`src/rtl/keypad_pkg.sv`:
```
`default_nettype none
// +--------------------------------------------------------------------------+
// | Module   : keypad_pkg                                                    |
// | Purpose  : Shared types and constants for the 4x4 keypad scanner:       |
// |            scanner state enum, matrix geometry, key-code width, output  |
// |            queue depth, and the row-priority key-code helper.           |
// | Revision : 1.0 - initial release                                         |
// +--------------------------------------------------------------------------+
package keypad_pkg;

  localparam int NUM_ROWS   = 4;
  localparam int NUM_COLS   = 4;
  localparam int KEY_W      = 4;
  localparam int FIFO_DEPTH = 4;

  typedef enum logic [1:0] {
    SCAN     = 2'd0,
    DEBOUNCE = 2'd1,
    HOLD     = 2'd2,
    RELEASE  = 2'd3
  } scan_state_t;

  // Code of the pressed key: the lowest-index low row wins when several
  // rows are pulled low on the same column; code = row*4 + col.
  function automatic logic [KEY_W-1:0] key_code(input logic [NUM_ROWS-1:0] rows,
                                                input logic [1:0]          col);
    logic [1:0] row;
    row = 2'd0;
    for (int i = NUM_ROWS - 1; i >= 0; i--) begin
      if (!rows[i]) row = 2'(i);
    end
    return {row, col};
  endfunction

endpackage
`default_nettype wire

```
`src/rtl/key_fifo.sv`:
```
`default_nettype none
// +--------------------------------------------------------------------------+
// | Module   : key_fifo                                                      |
// | Purpose  : FIFO_DEPTH x KEY_W queue for debounced key codes with        |
// |            registered empty/full flags and a sticky overrun flag.       |
// |            Only present when KEYPAD_FIFO_EN is defined.                 |
// | Ports    : clk, rst      - clock, asynchronous active-high reset        |
// |            i_push/i_code - new key code from the scanner                |
// |            i_pop         - consumer ready (pops head when non-empty)    |
// |            o_valid/o_code- queue non-empty / head entry                 |
// |            o_overrun     - a code arrived while full with no pop        |
// | Revision : 1.0 - initial release                                         |
// +--------------------------------------------------------------------------+
`ifdef KEYPAD_FIFO_EN
module key_fifo
  import keypad_pkg::*;
(
  input  logic             clk,
  input  logic             rst,
  input  logic             i_push,
  input  logic [KEY_W-1:0] i_code,
  input  logic             i_pop,
  output logic             o_valid,
  output logic [KEY_W-1:0] o_code,
  output logic             o_overrun
);

  localparam int                c_ptr_w    = $clog2(FIFO_DEPTH);
  localparam logic [c_ptr_w:0]  c_full_cnt = (c_ptr_w + 1)'(FIFO_DEPTH);

  logic [KEY_W-1:0]   r_mem [FIFO_DEPTH];
  logic [c_ptr_w-1:0] r_rd_ptr;
  logic [c_ptr_w-1:0] r_wr_ptr;
  logic [c_ptr_w:0]   r_count;
  logic               r_empty;
  logic               r_full;
  logic               r_overrun;
  logic               w_do_pop;
  logic               w_do_push;
  logic [c_ptr_w:0]   w_count_nxt;

  // A pop in the same cycle frees a slot, so a push into a full queue is
  // still accepted when the consumer is draining.
  assign w_do_pop  = i_pop && !r_empty;
  assign w_do_push = i_push && (!r_full || w_do_pop);

  always_comb begin
    w_count_nxt = r_count;
    if (w_do_push && !w_do_pop) begin
      w_count_nxt = r_count + 1'b1;
    end else if (!w_do_push && w_do_pop) begin
      w_count_nxt = r_count - 1'b1;
    end
  end

  always_ff @(posedge clk or posedge rst) begin
    if (rst) begin
      for (int i = 0; i < FIFO_DEPTH; i++) r_mem[i] <= '0;
      r_rd_ptr  <= '0;
      r_wr_ptr  <= '0;
      r_count   <= '0;
      r_empty   <= 1'b1;
      r_full    <= 1'b0;
      r_overrun <= 1'b0;
    end else begin
      if (w_do_push) begin
        r_mem[r_wr_ptr] <= i_code;
        r_wr_ptr        <= r_wr_ptr + 1'b1;
      end
      if (w_do_pop) begin
        r_rd_ptr <= r_rd_ptr + 1'b1;
      end
      r_count <= w_count_nxt;
      r_empty <= (w_count_nxt == '0);
      r_full  <= (w_count_nxt == c_full_cnt);
      if (i_push && !w_do_push) begin
        r_overrun <= 1'b1;
      end
    end
  end

  assign o_valid   = !r_empty;
  assign o_code    = r_mem[r_rd_ptr];
  assign o_overrun = r_overrun;

endmodule
`endif
`default_nettype wire

```
`src/rtl/keypad_scan_ctrl.sv`:
```
`default_nettype none
// +--------------------------------------------------------------------------+
// | Module   : keypad_scan_ctrl                                              |
// | Purpose  : 4x4 matrix keypad scanner. Drives one active-low column at a |
// |            time, synchronizes the active-low rows, debounces press and  |
// |            release, and hands out one key code per physical press over |
// |            a valid/ready interface.                                     |
// | Ports    : clk, rst     - clock, asynchronous active-high reset         |
// |            row_i        - keypad rows (active-low, asynchronous)        |
// |            col_o        - column drive (active-low, one bit low)        |
// |            key_code_o   - key code, row*4 + col                         |
// |            key_valid_o  - key code available                            |
// |            key_ready_i  - consumer accepts the code                     |
// |            overrun_o    - sticky: a debounced key was dropped           |
// | Config   : KEYPAD_FIFO_EN - queue codes in a 4-entry FIFO instead of a  |
// |            single output register                                        |
// | Revision : 1.0 - initial release                                         |
// +--------------------------------------------------------------------------+
module keypad_scan_ctrl
  import keypad_pkg::*;
#(
  parameter int SCAN_CYCLES     = 270,
  parameter int DEBOUNCE_CYCLES = 270000
) (
  input  logic                clk,
  input  logic                rst,
  input  logic [NUM_ROWS-1:0] row_i,
  output logic [NUM_COLS-1:0] col_o,
  output logic [KEY_W-1:0]    key_code_o,
  output logic                key_valid_o,
  input  logic                key_ready_i,
  output logic                overrun_o
);

  localparam int c_cnt_max = (SCAN_CYCLES > DEBOUNCE_CYCLES) ? SCAN_CYCLES : DEBOUNCE_CYCLES;
  localparam int c_cnt_w   = $clog2(c_cnt_max + 1);
  localparam logic [c_cnt_w-1:0] c_scan_last = c_cnt_w'(SCAN_CYCLES - 1);
  localparam logic [c_cnt_w-1:0] c_deb_last  = c_cnt_w'(DEBOUNCE_CYCLES - 1);

  logic [NUM_ROWS-1:0] r_row_meta;
  logic [NUM_ROWS-1:0] r_rows_s;
  scan_state_t         r_state;
  scan_state_t         w_state_nxt;
  logic [1:0]          r_col;
  logic [1:0]          w_col_nxt;
  logic [c_cnt_w-1:0]  r_cnt;
  logic [c_cnt_w-1:0]  w_cnt_nxt;
  logic [NUM_ROWS-1:0] r_pattern;
  logic [NUM_ROWS-1:0] w_pattern_nxt;
  logic                w_push;
  logic [KEY_W-1:0]    w_push_code;

  // Two-flop row synchronizer; idles high (no key) out of reset.
  always_ff @(posedge clk or posedge rst) begin
    if (rst) begin
      r_row_meta <= '1;
      r_rows_s   <= '1;
    end else begin
      r_row_meta <= row_i;
      r_rows_s   <= r_row_meta;
    end
  end

  always_ff @(posedge clk or posedge rst) begin
    if (rst) begin
      r_state   <= SCAN;
      r_col     <= 2'd0;
      r_cnt     <= '0;
      r_pattern <= '1;
    end else begin
      r_state   <= w_state_nxt;
      r_col     <= w_col_nxt;
      r_cnt     <= w_cnt_nxt;
      r_pattern <= w_pattern_nxt;
    end
  end

  always_comb begin
    w_state_nxt   = r_state;
    w_col_nxt     = r_col;
    w_cnt_nxt     = r_cnt;
    w_pattern_nxt = r_pattern;
    w_push        = 1'b0;
    case (r_state)
      SCAN: begin
        // Rows are only trusted after the column has settled for the full
        // scan period, which also covers the synchronizer latency.
        if (r_cnt == c_scan_last) begin
          w_cnt_nxt = '0;
          if (r_rows_s == '1) begin
            w_col_nxt = r_col + 2'd1;
          end else begin
            w_pattern_nxt = r_rows_s;
            w_state_nxt   = DEBOUNCE;
          end
        end else begin
          w_cnt_nxt = r_cnt + 1'b1;
        end
      end
      DEBOUNCE: begin
        if (r_rows_s != r_pattern) begin
          w_state_nxt = SCAN;
          w_cnt_nxt   = '0;
        end else if (r_cnt == c_deb_last) begin
          w_state_nxt = HOLD;
          w_cnt_nxt   = '0;
          w_push      = 1'b1;
        end else begin
          w_cnt_nxt = r_cnt + 1'b1;
        end
      end
      HOLD: begin
        if (r_rows_s == '1) begin
          w_state_nxt = RELEASE;
          w_cnt_nxt   = '0;
        end
      end
      RELEASE: begin
        // A row dropping low again is release bounce, not a new press.
        if (r_rows_s != '1) begin
          w_state_nxt = HOLD;
          w_cnt_nxt   = '0;
        end else if (r_cnt == c_deb_last) begin
          w_state_nxt = SCAN;
          w_col_nxt   = r_col + 2'd1;
          w_cnt_nxt   = '0;
        end else begin
          w_cnt_nxt = r_cnt + 1'b1;
        end
      end
      default: begin
        w_state_nxt = SCAN;
        w_cnt_nxt   = '0;
      end
    endcase
  end

  assign col_o       = ~(4'b0001 << r_col);
  assign w_push_code = key_code(r_pattern, r_col);

`ifdef KEYPAD_FIFO_EN
  key_fifo u_key_fifo (
    .clk       (clk),
    .rst       (rst),
    .i_push    (w_push),
    .i_code    (w_push_code),
    .i_pop     (key_ready_i),
    .o_valid   (key_valid_o),
    .o_code    (key_code_o),
    .o_overrun (overrun_o)
  );
`else
  logic             r_valid;
  logic [KEY_W-1:0] r_code;
  logic             r_overrun;

  // A new code is taken when the register is empty or being emptied this
  // cycle; otherwise the old code is kept and the new one is dropped.
  always_ff @(posedge clk or posedge rst) begin
    if (rst) begin
      r_valid   <= 1'b0;
      r_code    <= '0;
      r_overrun <= 1'b0;
    end else begin
      if (w_push) begin
        if (!r_valid || key_ready_i) begin
          r_code  <= w_push_code;
          r_valid <= 1'b1;
        end else begin
          r_overrun <= 1'b1;
        end
      end else if (r_valid && key_ready_i) begin
        r_valid <= 1'b0;
      end
    end
  end

  assign key_valid_o = r_valid;
  assign key_code_o  = r_code;
  assign overrun_o   = r_overrun;
`endif

endmodule
`default_nettype wire

```
`config.mk`:
```
export PLATFORM = sky130hd
export DESIGN_NAME = keypad_scan_ctrl
export DESIGN_NICKNAME = d
export VERILOG_FILES = /design/src/rtl/keypad_pkg.sv /design/src/rtl/key_fifo.sv /design/src/rtl/keypad_scan_ctrl.sv
export SDC_FILE = /design/constraint.sdc
export NUM_CORES = 1
export LEC_CHECK = 0
export ABC_AREA = 1
export ABC_CLOCK_PERIOD_IN_PS = 1530
export BUFFER_PORTS_ARGS = -buffer_cell sky130_fd_sc_hd__buf_2
export CAP_MARGIN = 20
export CELL_PAD_IN_SITES_DETAIL_PLACEMENT = 0
export CELL_PAD_IN_SITES_GLOBAL_PLACEMENT = 2
export CORE_MARGIN = 2
export CORE_UTILIZATION = 32
export CTS_CLUSTER_DIAMETER = 40
export DETAILED_ROUTE_END_ITERATION = 7
export PLACE_DENSITY_LB_ADDON = 0.08
export SKIP_LAST_GASP = 1
export SLEW_MARGIN = 20
export SYNTH_ARGS = -nofsm -noshare
export SYNTH_HDL_FRONTEND = slang
export SYNTH_HIERARCHICAL = 1
export SYNTH_SLANG_ARGS = --single-unit
```
`constraint.sdc`:
```
create_clock -name clk -period 1.53 [get_ports clk]
set_input_delay 0.0765 -clock clk [delete_from_list [all_inputs] [get_ports clk]]
set_output_delay 0.0765 -clock clk [all_outputs]
set_load 0.01 [all_outputs]
```
After elaboration in Yosys (flattened, before gate mapping)
Index checks and enable logic that the tools add are counted.
- register bits: 41
- logic and storage cells: 73
- input bits: 7
- memory bits (writable): 0
- memory bits (read-only): 0
- memories: 0
- latch bits: 0
- output and inout port bits: 10
- reduce and logical (&&, ||, !) cells: 12
- bitwise operators: 3
- divide/modulo/power cells: 0
- magnitude comparators: 0
- muxes and demuxes: 29
- add/subtract/negate cells: 2
- shifts and indexed selects: 1
- multipliers: 0
- equal/unequal tests: 17
- operator list (kind ; number):
    two-way mux 19 bit ; 5
    one-hot mux 19 bit (4 select lines) ; 1
    two-way mux 2 bit ; 15
    adder 19 x 1 -> 19 bit, second input constant ; 1
    equality test 19 bit, second input constant ; 1
    equality test 19 x 9 -> 1 bit, second input constant ; 1
    inequality test 2 bit, second input constant ; 6
    AND reduction 5 bit ; 2
    one-hot mux 2 bit (4 select lines) ; 1
    two-way mux 1 bit ; 6
    inequality test 3 bit, second input constant ; 2
    AND reduction 2 bit ; 3
    equality test 2 bit, second input constant ; 2
    equality test 4 bit, second input constant ; 1
    inequality test 4 bit ; 1
    inequality test 4 bit, second input constant ; 1
    inverter 4 bit ; 1
    one-hot mux 2 bit (2 select lines) ; 1
    nonzero test 2 bit ; 2
    left shift 1 x 2 -> 4 bit, first input constant ; 1
    AND reduction 3 bit ; 1
    adder 2 x 1 -> 2 bit, second input constant ; 1
    equality test 2 x 1 -> 1 bit, second input constant ; 1
    logical NOT 2 bit ; 1
    5 further kinds ; 6

Logic depth before layout (Yosys ltp)
Gate-level depths: netlist of the first run.
- depth after elaboration: 6
- mapped depth: 11
- depth with buffers taken out: 10

Worst setup path after synthesis of the first run
OpenSTA, ideal clock, no wires.
- path type: register to register
- start point: reg r_rows_s[2]
- end point: reg r_cnt[1]
- path buffers: 1
- period minus slack after synthesis: 1.595 ns
- stages on the path, launching flop included: 9
- slack: -0.065 ns
- setup time: 0.122 ns
- data required time: 1.408 ns
- data arrival time: 1.473 ns
- cell sequence: dfstp_2 -> nand2_1 -> o21ai_4 -> inv_2 -> a21oi_4 -> nand2_4 -> clkinv_4 -> buf_12 -> nor2_2
- word-level cells in the longest chain between the ends: 3
- elaborated cells between the ends (all ways): 7
- those cells by class: 4 x eq/ne; 3 x mux
- ends and longest elaborated chain (item ; line ; source):
    from (decl) ; keypad_scan_ctrl.sv:41 ; logic [NUM_ROWS-1:0] r_rows_s;
    from (signal assigned) ; keypad_scan_ctrl.sv:60 ; r_rows_s <= r_row_meta;
    inequality test 4 bit (on tied branches) ; keypad_scan_ctrl.sv:120, keypad_scan_ctrl.sv:101 ;
    two-way mux 19 bit (on tied branches) ; keypad_scan_ctrl.sv:120, keypad_scan_ctrl.sv:101 ;
    one-hot mux 19 bit (4 select lines) ; keypad_scan_ctrl.sv:84 ; case (r_state)
    to (signal assigned) ; keypad_scan_ctrl.sv:73 ; r_cnt <= w_cnt_nxt;
    to (decl) ; keypad_scan_ctrl.sv:46 ; logic [c_cnt_w-1:0] r_cnt;
Parallel ways exist; a longest one is shown, timed or not.
A chain may end at the register's enable or synchronous reset.

Worst setup path in the final report of the first run
- start point: reg r_cnt[0]
- end point: reg r_cnt[8]
- word-level cells in the longest chain between the ends: 4
- elaborated cells between the ends (all ways): 8
- those cells by class: 1 x add/sub; 2 x eq/ne; 5 x mux
- ends and longest elaborated chain (item ; line):
    adder 19 x 1 -> 19 bit / equality test 19 bit (equally long branches) ; --
    two-way mux 19 bit ; keypad_scan_ctrl.sv:104, keypad_scan_ctrl.sv:123
    two-way mux 19 bit (on tied branches) ; keypad_scan_ctrl.sv:120, keypad_scan_ctrl.sv:101
    one-hot mux 19 bit (4 select lines) * ; keypad_scan_ctrl.sv:84
Every way passes the cells marked *; elsewhere a longest branch is shown, timed or not.

==> reports/summary.txt, run 1 <==
WP buf/inv: 2
Power Density: 599 nW/um2
# IOs: 17
Tot Pwr: 2.05 mW
reg-to-reg critical path endpoint: r_cnt[8]$_DFFE_PP0P_
Clk pwr share: 42.7%
Mapped Area: 2380 um2
Die X: 90.2 um
final core utilization: 47.4%
Slew Viols, Final: 0
sw frac: 22.1%
DRT iter0 DRCs: 62
grt total ovfl: 0
Die Ht: 90.2 um
ys async rst share: 100%
vias in the first global route: 2,135
Remaining DRCs: 0
run status: finished with violations
Max-Cap Viols: 0
Clock transition at path regs: 0.09 ns
CORE AREA: 7210 um2
Pleak: 1.59 nW
Synth Area per Inst: 8.06 um2
Worst Tran Pin Value: 0.535 ns
Fillers: 761
Port-buffer cells: 16
r2r setup slk: -0.12 ns
H-tree Lvls: 2
antenna cells: 0
vias per cell: 4.43
cell family with most CP delay: simple AND/OR/NAND/NOR gates
CTS tree: done
maximum clock rate: 604 MHz
R2R cell count: 9
yosys warns: 6
hold slack final: 0.0877 ns
clock sink count: 41
synth cell count leaders: 71 x nand2_1, 34 x inv_1, 33 x nor2_1, 29 x dfrtp_1, 22 x nand3_1
register area share after synthesis: 43.8%
worst hold path cell count: 3
share of layout cells above drive strength 1: 42.6%
Starting Density: 33.0%
total number of vias: 2,153
post-synth top area cell: dfrtp_1
first-pass GRT wire length: 10,300 um
routed length per instance: 12.4 um
row cnt: 31
final setup violation count: 25
post-route antenna net violation count: 0
CP max FO: 8
unique cell type count in the Yosys netlist: 36
area growth from synthesis to layout: 43.9%
Pint: 1.59 mW
final RePlAce weighted congestion: 0.782
Worst VDD drop: 357 uV
Layout Skew: 0.0114 ns
GRT Resource Usage Total: 15.7%
Max Buffers Root-to-Sink: 2
Worst slew margin: 64.3%
crit end category: register
nets@finish: 399
slack of the critical path: -0.125 ns
switching power: 454 uW
startpoint types: register
initial antenna violation count: 0
drt first pass iters: 6
Worst path max stage delay: 0.40 ns
Hold Fails Final Rpt: 0
Worst Path Arrival: 1.84 ns
Clock Tree Root: clkbuf_8
Sequential Power Share: 54.3%
largest net degree at the start of global routing: 42
Synth top area share: 30.5%
Mapped Cells: 295
Num CTS Buffers: 5
RSZ-0062 raised after global routing: true
combinational share of power: 3.0%
Syn Nets: 308
Top FF cell, synth: dfrtp_1
critical path's slowest cell: dfrtp_1
Worst R2R Start: r_cnt[0]$_DFFE_PP0P_
HP Start: key_ready_i
hold endpoint: overrun_o$_DFFE_PP0P_
HPWL after detailed placement: 4420 um
Cell Chain, Critical Path: buf_4 > ha_2 > nand2_1 > nor2_2 > nand3_4 > a21oi_4 > nand2_8 > clkinv_8 > nor2_4
Hold Crit Class: input port to register
number of flops mapped to enable cells by yosys: 0
final period utilization: 108%
failing checks: negative setup slack
Clk Latency, worst-skew pair: 0.30 ns
Period minus WS final: 1.65 ns
WS Path Type: register to register
count leader, synth: nand2_1
top cells by area, synth: dfrtp_1 31%, dfstp_2 13%, nand2_1 11%
Yosys reg bits: 41
Critical Path RT: 1.71 ns
DIE AREA: 8130 um2
final WL: 6030 um
[sequential cells by signal, indices dropped and copies added (netlist names)]
signal	flops
overrun_o	1
r_col	2
r_cnt	19
r_state	2
key_valid_o	1
key_code_o	4
r_rows_s	4
r_pattern	4
r_row_meta	4
[layout make-up]
type / count / area [um2] / area share [%]
clock inverters: 1 / 6.26 / 0.183
clock buffers: 7 / 108 / 3.15
well taps: 99 / 124 / 3.62
inverters: 38 / 158 / 4.61
multi-input cells: 213 / 1330 / 38.9
repair buffers: 86 / 638 / 18.7
repair inverters: 1 / 16.3 / 0.475
flip-flops and latches: 41 / 1040 / 30.4
[worst reg2reg max path, cell delays in order, from the launching register on]
cell and delay [ns]:
dfrtp_1 0.40, buf_4 0.13, ha_2 0.17, nand2_1 0.06, nor2_2 0.14, nand3_4 0.13
a21oi_4 0.24, nand2_8 0.12, clkinv_8 0.11, nor2_4 0.04
[cells in the final DEF (no fill, tap or decap), drive strengths merged, types with 7 or more instances in the layout]
cell type and instances:
clkbuf 7, nand3 25, dfstp 12, buf 81, nor2 50, nand2 75, dfrtp 29, nand4 15
inv 37, nor3 7, o21ai 15
[per-layer routing]
metal / global-route usage, % / vias to the layer above / wire length (um)
met1: 21.6 / 989 / 3030
met5: 0 / - / 0
met3: 2.68 / 8 / 117
li1: - / 1133 / -
met2: 25.3 / 23 / 2800
met4: 5.00 / 0 / 87
[cell families (layout without fill, tap and decap cells)]
logic type	Yosys count	count (layout)	synth area share [%]
DFF	41	41	43.8
AOI/OAI and AO/OA	21	21	5.74
adders and majority gates	6	6	3.16
buffers and inverters	41	133	7.47
xor gates and xnor gates	10	10	3.68
and+or+nand+nor	176	176	36.2
[per-stage QoR]
| step | std cells | worst slack (ns) | setup TNS (ns) | area, um2 |
|---|---|---|---|---|
| 2_1_floorplan | 295 | -0.0135 | -0.119 | 2390 |
| 3_3_place_gp | 463 | -0.142 | -2.18 | 2980 |
| 3_5_place_dp | 463 | -0.163 | -3.11 | 2980 |
| 4_1_cts | 480 | -0.111 | -1.75 | 3290 |
| 5_1_grt | 486 | -0.207 | -4.94 | 3420 |
| 6_report | 486 | -0.125 | -2.20 | 3420 |
[worst max-delay path by stage]
stage / startpoint / to / slack, ns / cells past startpoint
after floorplan: r_rows_s[2]$_DFF_PP1_ / r_cnt[1]$_DFFE_PP0P_ / -0.01 / 8
after global placement: r_rows_s[0]$_DFF_PP1_ / r_cnt[17]$_DFFE_PP0P_ / -0.14 / 7
after detailed placement: r_rows_s[3]$_DFF_PP1_ / r_cnt[7]$_DFFE_PP0P_ / -0.16 / 10
after CTS: r_rows_s[0]$_DFF_PP1_ / r_cnt[18]$_DFFE_PP0P_ / -0.11 / 9
after global routing: r_rows_s[2]$_DFF_PP1_ / r_cnt[9]$_DFFE_PP0P_ / -0.21 / 10
final: r_cnt[0]$_DFFE_PP0P_ / r_cnt[8]$_DFFE_PP0P_ / -0.12 / 9
[power groups by stage]
stage	sequential, mW	clock, mW	combinational [mW]
after detailed placement	1.13	0	0.0524
after floorplan	1.13	0	0.0297
final	1.11	0.875	0.0615
after CTS	1.11	0.908	0.0623
after global routing	1.11	0.948	0.0705
after global placement	1.13	0	0.0512
[timing repair]
item	in CTS	in global routing
cloned	1	0
gates resized for setup	24	30
buffers inserted	3	6
pin swaps	7	19
endpoints found under the hold margin	33	0
setup endpoints to repair	28	33
hold buffers	5	0
No activity file was read; power rests on OpenSTA's default activity.
==> run 2, diff against run 1 <==
--- a/config.mk
+++ b/config.mk
@@ -5,16 +5,16 @@
 export SDC_FILE = /design/constraint.sdc
 export NUM_CORES = 1
 export LEC_CHECK = 0
-export ABC_AREA = 1
 export ABC_CLOCK_PERIOD_IN_PS = 1530
 export BUFFER_PORTS_ARGS = -buffer_cell sky130_fd_sc_hd__buf_2
 export CAP_MARGIN = 20
 export CELL_PAD_IN_SITES_DETAIL_PLACEMENT = 0
 export CELL_PAD_IN_SITES_GLOBAL_PLACEMENT = 2
 export CORE_MARGIN = 2
-export CORE_UTILIZATION = 32
+export CORE_UTILIZATION = 35
 export CTS_CLUSTER_DIAMETER = 40
 export DETAILED_ROUTE_END_ITERATION = 7
+export MAX_ROUTING_LAYER = met4
 export PLACE_DENSITY_LB_ADDON = 0.08
 export SKIP_LAST_GASP = 1
 export SLEW_MARGIN = 20
==> run 2 against run 1 <==
Compared with the run above:
- the run still ends with negative setup slack left
- combinational power grew 18%
- register-to-register slack got worse by 0.36 ns
- die area down 19%
- non-clock buffer count increased by 12
- critical path type unchanged
- largest cell class unchanged
- largest power group unchanged
- highest routed layer unchanged
==> reports/summary.txt, run 2 <==
Critical path origin: r_cnt[0]$_DFFE_PP0P_ (unchanged)
RSZ-0062 raised after global routing: true (unchanged)
Worst VDD drop: 431 uV (was 357 uV)
count leader, synth: dfrtp_1 (was nand2_1)
antenna cells: 0 (unchanged)
first-pass GRT wire length: 9000 um (was 10,300 um)
CORE AREA: 5820 um2 (was 7210 um2)
Fillers: 530 (was 761)
commonest non-fill, non-tap cells in the layout: 65 x buf_4, 29 x dfrtp_1, 22 x nor2_1, 16 x buf_2 (was 62 x buf_4, 59 x nand2_1, 30 x inv_1, 29 x dfrtp_1, 28 x nor2_1)
CTS tree: done (unchanged)
row cnt: 28 (was 31)
HP Start: key_ready_i (unchanged)
combinational share of power: 3.5% (was 3.0%)
Worst Path Arrival: 2.20 ns (was 1.84 ns)
max reg flops: 19 (unchanged)
largest register by flop count: r_cnt (unchanged)
Hold Crit Class: input port to register (unchanged)
maximum clock rate: 495 MHz (was 604 MHz)
vias in the first global route: 1,898 (was 2,135)
drt first pass iters: 4 (was 6)
share of layout cells above drive strength 1: 50.7% (was 42.6%)
xor-xnor portion of the synthesized cell area: 9.29% (was 3.68%)
post-route antenna net violation count: 0 (unchanged)
slack of the critical path: -0.489 ns (was -0.125 ns)
commonest non-fill, non-tap cell in the layout: buf_4 (unchanged)
Clk Latency, worst-skew pair: 0.29 ns (was 0.30 ns)
Critical Path RT: 1.71 ns (about the same)
largest net degree at the start of global routing: 42 (unchanged)
sw frac: 19.9% (was 22.1%)
post-synth top area cell: dfrtp_1 (unchanged)
DIE AREA: 6560 um2 (was 8130 um2)
Hold Fails Final Rpt: 0 (unchanged)
Yosys reg bits: 41 (unchanged)
startpoint types: register (unchanged)
Starting Density: 35.6% (was 33.0%)
Top FF cell, synth: dfrtp_1 (unchanged)
Num CTS Buffers: 5 (unchanged)
main combinational cell family by area after synthesis: simple AND/OR/NAND/NOR gates (unchanged)
Mapped Area: 2070 um2 (was 2380 um2)
clock sink count: 41 (unchanged)
Layout Skew: 0.00475 ns (was 0.0114 ns)
top cells by area, synth: dfrtp_1 35%, dfstp_2 15%, xor2_1 6.3% (was dfrtp_1 31%, dfstp_2 13%, nand2_1 11%)
hold slack final: 0.163 ns (was 0.0877 ns)
area growth from synthesis to layout: 54.7% (was 43.9%)
failing checks: negative setup slack (unchanged)
grt total ovfl: 0 (unchanged)
Post-Layout Cell Count: 373 (was 486)
Clock transition at path regs: 0.08 ns (was 0.09 ns)
Synth top area share: 35.0% (was 30.5%)
Power Density: 649 nW/um2 (was 599 nW/um2)
Pleak: 1.51 nW (was 1.59 nW)
run status: finished with violations (unchanged)
final RePlAce weighted congestion: 0.782 (about the same)
# IOs: 17 (unchanged)
total number of vias: 1,783 (was 2,153)
crit end category: register (unchanged)
Worst R2R Start: r_cnt[0]$_DFFE_PP0P_ (unchanged)
WS Path Type: register to register (unchanged)
Simple-Gate Fraction of Synth Area: 22.2% (was 36.2%)
Die X: 81.0 um (was 90.2 um)
H-tree Lvls: 2 (unchanged)
Pint: 1.67 mW (was 1.59 mW)
Placed Cells: 348 (was 463)
CP max FO: 10 (was 8)
Port-buffer cells: 16 (unchanged)
final setup violation count: 32 (was 25)
final period utilization: 132% (was 108%)
final WL: 5200 um (was 6030 um)
Synth Area per Inst: 10.5 um2 (was 8.06 um2)
Die Ht: 81.0 um (was 90.2 um)
Worst Tran Pin Value: 0.519 ns (was 0.535 ns)
Sequential Power Share: 53.2% (was 54.3%)
Compound-Gate Fraction of Synth Area: 8.27% (was 5.74%)
unique cell type count in the Yosys netlist: 43 (was 36)
register area share after synthesis: 50.2% (was 43.8%)
nets@finish: 310 (was 399)
Mapped Cells: 197 (was 295)
DRT iter0 DRCs: 42 (was 62)
HPWL after detailed placement: 3680 um (was 4420 um)
setup TNS: -13.64 ns (was -2.20 ns)
Clock Tree Root: clkbuf_8 (unchanged)
Period minus WS final: 2.02 ns (was 1.65 ns)
mux contribution to synthesized area: 2.72% (was 0%)
Syn Nets: 210 (was 308)
Remaining DRCs: 0 (unchanged)
Worst slew margin: 65.4% (was 64.3%)
routed length per instance: 13.9 um (was 12.4 um)
yosys warns: 6 (unchanged)
Adder-Cell Fraction of Synth Area: 3.62% (was 3.16%)
Slew Viols, Final: 0 (unchanged)
number of flops mapped to enable cells by yosys: 0 (unchanged)
synth cell count leaders: 29 x dfrtp_1, 23 x nor2_1, 15 x nand2_1, 15 x xor2_1, 12 x dfstp_2 (was 71 x nand2_1, 34 x inv_1, 33 x nor2_1, 29 x dfrtp_1, 22 x nand3_1)
Clk pwr share: 43.3% (was 42.7%)
Max-Cap Viols: 0 (unchanged)
Max Buffers Root-to-Sink: 2 (unchanged)
GRT Resource Usage Total: 18.5% (was 15.7%)
ys async rst share: 100% (unchanged)
initial antenna violation count: 0 (unchanged)
switching power: 414 uW (was 454 uW)
vias per cell: 4.78 (was 4.43)
==> run 2: cell types whose count changed after synthesis, sizes merged, moves of 4 or more <==
cell,change
and3,+4
nand4,-4
nor2,-27
o22a,+4
nand3,-14
inv,-25
mux2,+5
nand2,-60
xor2,+9
o21ai,-13
==> run 2: logic make-up (layout without fill, tap and decap cells) <==
logic type | Yosys count | count (layout)
buffers and inverters | 16 | 117
AO/OA/AOI/OAI | 21 | 21
adder cells (fa/ha/maj) | 6 | 6
AND/OR/NAND/NOR | 86 | 86
multiplexers | 5 | 5
flip-flops | 41 | 41
XOR/XNOR | 22 | 22
==> run 2: final cells by class <==
class                      count  area, um2  area share, %
clock buffer                   7       86.3           2.69
clock inverter                 1       30.0          0.936
inverter                      11       41.3           1.29
multi-input combinational    140       1160           36.2
sequential                    41       1040           32.4
tap                           75       93.8           2.93
timing repair buffer          98        753           23.5
==> run 2: timing repair <==
item                       4_1_cts  5_1_grt
pin swaps                       10       11
gates resized for setup         32       17
hold buffers                     5        0
setup buffers                    7        6
setup endpoints to repair       33       33
hold endpoints to repair        33        0
==> run 2: through the flow <==
stage	worst slack (ns)	power, mW	instance area (um2)	util (%)
after floorplan	-0.525	1.15	2090	-
after global placement	-0.557	1.18	2720	46.7
after detailed placement	-0.594	1.18	2720	46.7
after CTS	-0.473	2.10	3080	53.0
after global routing	-0.594	2.16	3210	55.2
final	-0.489	2.08	3210	55.2
==> run 2: final timing paths <==
path	end	slack (ns)	cells past startpoint
worst min register to register	r_rows_s[0]$_DFF_PP1_	0.36	0
worst min-delay path	key_valid_o$_DFFE_PP0P_	0.16	3
min in group asynchronous	r_cnt[13]$_DFFE_PP0P_	0.45	4
worst max register to register	r_cnt[16]$_DFFE_PP0P_	-0.49	8
max in group asynchronous	r_pattern[0]$_DFFE_PP1P_	0.71	4
worst max-delay path	r_cnt[16]$_DFFE_PP0P_	-0.49	8
==> run 2: critical path, cell delays in order (launching register included) <==
cell	delay, ns
dfrtp_1	0.40
buf_6	0.12
ha_4	0.12
nand3_2	0.08
or2_4	0.26
or3_4	0.35
a221oi_4	0.33
buf_6	0.18
nor2_1	0.06
==> run 2: power groups by stage <==
stage	combinational [mW]	sequential [mW]	clock, mW
floorplan	0.0239	1.13	0
finish	0.0723	1.11	0.902
global placement	0.0531	1.13	0
global route	0.0809	1.11	0.970
CTS	0.0663	1.11	0.925
detailed placement	0.0553	1.13	0
==> run 2: per-layer routing <==
metal,vias up,GRT usage (%),part of all wire (%)
met2,20,32.5,54
met3,6,3.78,2.2
met1,876,21.2,43
li1,881,-,-
met5,-,-,0
met4,0,5.42,1.1
